### src/rtl/encoder_8_to_3_serial.sv
// encoder_8_to_3_serial
//   Accepts an 8-bit decoded word and emits the index of each set line, one
//   beat per line, highest index first. An all-zero word yields a single beat
//   flagged with out_none.
// Ports:
//   clk, rst            clock, async active-high reset
//   in_lines, in_valid  input word and its valid
//   in_ready            block can take a word this cycle (combinational)
//   out_code            index of the current active line
//   out_valid           beat valid (registered)
//   out_ready           sink takes the current beat
//   out_last            final beat of the word
//   out_none            word was all-zero, beat carries no line
//   word_count          words accepted since reset, mod 256 (registered)
module encoder_8_to_3_serial (
  input  logic       clk,
  input  logic       rst,
  input  logic [7:0] in_lines,
  input  logic       in_valid,
  output logic       in_ready,
  output logic [2:0] out_code,
  output logic       out_valid,
  input  logic       out_ready,
  output logic       out_last,
  output logic       out_none,
  output logic [7:0] word_count
);

  typedef enum logic {IDLE, DRAIN} state_t;

  state_t     state, state_nxt;
  logic [7:0] pending, pending_nxt;
  logic       none_q, none_nxt;
  logic       accept, consume;
  logic       at_most_one;

  // Priority encoder: the loop runs upward so the highest set bit wins.
  always_comb begin
    out_code = 3'd0;
    for (int i = 0; i < 8; i++)
      if (pending[i]) out_code = 3'(i);
  end

  // x & (x-1) clears the lowest set bit; zero result means <=1 bit set.
  assign at_most_one = (pending & (pending - 8'd1)) == 8'd0;

  assign out_last = (state == DRAIN) && at_most_one;
  assign out_none = (state == DRAIN) && none_q;
  // Ready during the final beat too, so back-to-back words have no bubble.
  assign in_ready = (state == IDLE) || ((state == DRAIN) && out_last && out_ready);

  assign accept  = in_valid && in_ready;
  assign consume = out_valid && out_ready;

  always_comb begin
    state_nxt   = state;
    pending_nxt = pending;
    none_nxt    = none_q;
    if (accept) begin
      // Covers both IDLE load and the final-beat-plus-new-word overlap.
      state_nxt   = DRAIN;
      pending_nxt = in_lines;
      none_nxt    = (in_lines == 8'd0);
    end else if (consume) begin
      if (out_last) begin
        state_nxt   = IDLE;
        pending_nxt = 8'd0;
        none_nxt    = 1'b0;
      end else begin
        pending_nxt = pending & ~(8'd1 << out_code);
      end
    end
  end

  always_ff @(posedge clk or posedge rst) begin
    if (rst) begin
      state      <= IDLE;
      pending    <= 8'd0;
      none_q     <= 1'b0;
      out_valid  <= 1'b0;
      word_count <= 8'd0;
    end else begin
      state      <= state_nxt;
      pending    <= pending_nxt;
      none_q     <= none_nxt;
      // Registered copy of "in DRAIN" so out_valid comes straight off a flop.
      out_valid  <= (state_nxt == DRAIN);
      word_count <= word_count + 8'(accept);
    end
  end

endmodule
### config.mk
export PLATFORM = sky130hd
export DESIGN_NAME = encoder_8_to_3_serial
export DESIGN_NICKNAME = d
export VERILOG_FILES = /design/src/rtl/encoder_8_to_3_serial.sv
export SDC_FILE = /design/constraint.sdc
export NUM_CORES = 1
export LEC_CHECK = 0
export CAP_MARGIN = 0
export CELL_PAD_IN_SITES_DETAIL_PLACEMENT = 1
export CELL_PAD_IN_SITES_GLOBAL_PLACEMENT = 2
export CORE_MARGIN = 5
export CORE_UTILIZATION = 33
export CTS_BUF_LIST = sky130_fd_sc_hd__clkbuf_4 sky130_fd_sc_hd__clkbuf_8
export DETAILED_ROUTE_END_ITERATION = 6
export PLACE_DENSITY_LB_ADDON = 0.12
export SLEW_MARGIN = 20
export SYNTH_ARGS = -nofsm -noshare
export SYNTH_HDL_FRONTEND = slang
export SYNTH_SLANG_ARGS = --single-unit
### constraint.sdc
create_clock -name clk -period 3.48 [get_ports clk]
set_input_delay 1.044 -clock clk [delete_from_list [all_inputs] [get_ports clk]]
set_output_delay 1.044 -clock clk [all_outputs]
set_load 0.05 [all_outputs]
==> impl_metrics.env <==
export IMPL_p_leak_nw=0.607
export IMPL_final_nets=158
export IMPL_tritoncts="done"
export IMPL_hold_slack_ns=0.484
export IMPL_fin_skew_ns=0.00725
export IMPL_hpwlAfterDp_mm=2.41
export IMPL_slew_viol_final=0
export IMPL_track_usage_pct=15.3
export IMPL_wl_per_cell_um=16.4
export IMPL_grt_pass1_vias=1079
export IMPL_die_height_um=67.5
export IMPL_clockBufferDepth=2
export IMPL_drc=0
export IMPL_run_status="finished clean"
export IMPL_antenna_found_initial=0
export IMPL_portBuffers=26
export IMPL_rsz0062_at_grt="no"
export IMPL_vdd_drop_max_uv=649
export IMPL_cts_buffers=3
export IMPL_synth_seq_cells=18
export IMPL_worst_pin_slew_ns=0.702
export IMPL_dieArea_um2=4560
export IMPL_clkSinkCount=18
export IMPL_post_route_period_util_pct=92.1
export IMPL_post_cts_setup_buffers=0
export IMPL_antenna_cells=0
export IMPL_rows=20
export IMPL_totalWireLength_mm=3.04
export IMPL_syn_inst=116
export IMPL_syn_area_um2=1090
export IMPL_fin_crit_ns=3.21
export IMPL_endpoint_kind="primary output"
export IMPL_drv_cap=0
export IMPL_gp_congestion=0.792
export IMPL_hp_class="reg -> reg"
export IMPL_overflow=0
export IMPL_relSlewSlack_pct=53.2
export IMPL_crit_fanout=3
export IMPL_cts_resized=0
export IMPL_viasPerCell=5.40
export IMPL_crit_path_start_kind="input pin"
export IMPL_crit_required_ns=2.44
export IMPL_setup_violations=0
export IMPL_critical_path_class="in -> out"
export IMPL_fp_dieW_um=67.5
export IMPL_setup_tns_ns=0
export IMPL_synth_avg_cell_area_um2=9.41
export IMPL_drt_iter0_markers=30
export IMPL_hold_buffers=0
export IMPL_final_antenna_net_count=0
export IMPL_grt_max_degree=19
export IMPL_ctsHtreeMaxLevel=1
export IMPL_num_vias=1004
export IMPL_insertion_delay_ns=0.29
export IMPL_area_delta_synth_final_pct=32.7
export IMPL_hold_viol=0
export IMPL_core_um2=3100
export IMPL_yosys_warnings=0
export IMPL_fill_cells=383
export IMPL_yosysSeqAreaShare_pct=41.3
export IMPL_ios=27
export IMPL_cts_root_buf="clkbuf_4"
export IMPL_post_route_cells_drive_above_1_share_pct=12.0
export IMPL_synth_fp_nets=131
export IMPL_grt_pass1_wl_mm=5.24
export IMPL_initial_core_util_pct=35.2
export IMPL_clk_pin_slew_ns=0.11
export IMPL_drt_first_pass_iters=4
export IMPL_p_per_area_nw_per_um2=1090
export IMPL_cp_arrival_ns=2.16
export IMPL_yosysUniqueCellTypes=35
export IMPL_fmax_ghz=0.312
## flip-flops by register name (all words and copies together), names as in the netlist
signal,flops
none_q,1
pending,8
state,1
word_count,8
## cell usage after synthesis
cell       number  area (um2)
a211oi_1        1        7.51
and3_1          4        25.0
o21ai_1         6        30.0
a21oi_1         5        25.0
and4_1          2        17.5
o211ai_2        2        25.0
inv_1           3        11.3
nor2_1          8        30.0
nor4_1          1        6.26
nand4_1         1        6.26
nand2_1         8        30.0
nand3_1        12        60.1
nor3_1          1        5.00
o2bb2ai_1       1        8.76
a211o_1         1        8.76
a31oi_1         1        6.26
and2_1          1        6.26
a22oi_1         2        15.0
or2_2           1        6.26
a21o_1          1        7.51
xnor2_1         4        35.0
o22ai_1         1        6.26
clkbuf_1        6        22.5
mux2i_1         1        10.0
dfrtp_1        18         450
o311a_1         3        30.0
o21bai_1        1        7.51
o32ai_2         1        16.3
ha_1            3        37.5
nand2b_1        2        12.5
o211ai_1        6        45.0
buf_6           2        22.5
or4_4           3        33.8
xor2_1          2        17.5
nor2b_1         1        6.26
## area by class of cell
type,count,area [um2],share of cell area (%)
well taps,44,55.1,3.80
clock buffers,4,36.3,2.51
multi-input cells,87,584,40.4
flip-flops and latches,18,450,31.1
repair buffers,30,310,21.4
inverters,3,11.3,0.778
## layer usage
metal  GRT usage (%)  routed length (um)  vias up
met5               0                   0        -
li1                -                   -      481
met3            3.83                 113        6
met4            4.30                  44        0
met2            23.6                1440       19
met1            21.2                1450      498
## kinds of logic after synthesis
logic type / Yosys count / synth area share, %
AOI/OAI and AO/OA: 32 / 21.9
xor gates and xnor gates: 6 / 4.82
adders and majority gates: 3 / 3.44
buffers and inverters: 11 / 5.16
DFF: 18 / 41.3
muxes: 1 / 0.917
and+or+nand+nor: 45 / 22.5
## per-stage QoR
stage	cells	power [W]	instance area [um2]	worst slack, ns	util, %
6_report	186	0.00158	1450	0.274	46.7
5_1_grt	186	0.00169	1450	0.169	46.7
3_5_place_dp	182	0.00146	1410	0.268	45.5
2_1_floorplan	116	0.00109	1090	0.640	-
4_1_cts	186	0.00160	1450	0.265	46.7
3_3_place_gp	182	0.00144	1410	0.322	45.5
## layout by cell type, fill, tap and decap left out, types with 2 or more instances in the layout
master	n
ha_1	3
buf_12	2
a22oi_1	2
o311a_1	3
clkbuf_4	3
xor2_1	2
nand2_1	8
or4_4	3
and3_1	4
inv_1	3
nand2b_1	2
o211ai_1	6
buf_4	4
clkdlybuf4s50_1	24
nand3_1	12
o211ai_2	2
nor2_1	8
o21ai_1	6
and4_1	2
dfrtp_1	18
a21oi_1	5
xnor2_1	4
## critical path, cell delays in order
cell and delay (ns):
clkdlybuf4s50_1 0.49, and4_1 0.18, o211ai_1 0.14, nand2_1 0.16, buf_12 0.14
## power by group
| group | internal, W | switching, W |
|---|---|---|
| Combinational | 0.000421 | 0.000614 |
| Clock | 0.0000637 | 0.0000668 |
| Sequential | 0.000284 | 0.000135 |
| Total | 0.000769 | 0.000815 |
## worst paths after layout
path / slack, ns / cells after the start / to / start
setup / recovery: 0.27 / 5 / in_ready / out_ready
hold / removal: 0.48 / 1 / word_count[7] / word_count[7]
hold reg to reg: 0.48 / 1 / word_count[7] / word_count[7]
setup reg to reg: 0.80 / 9 / word_count[4] / pending[6]
min in group asynchronous: 1.15 / 2 / word_count[7] / rst
max in group asynchronous: 1.88 / 2 / pending[6] / rst
Power figures use the tool's default switching activity.
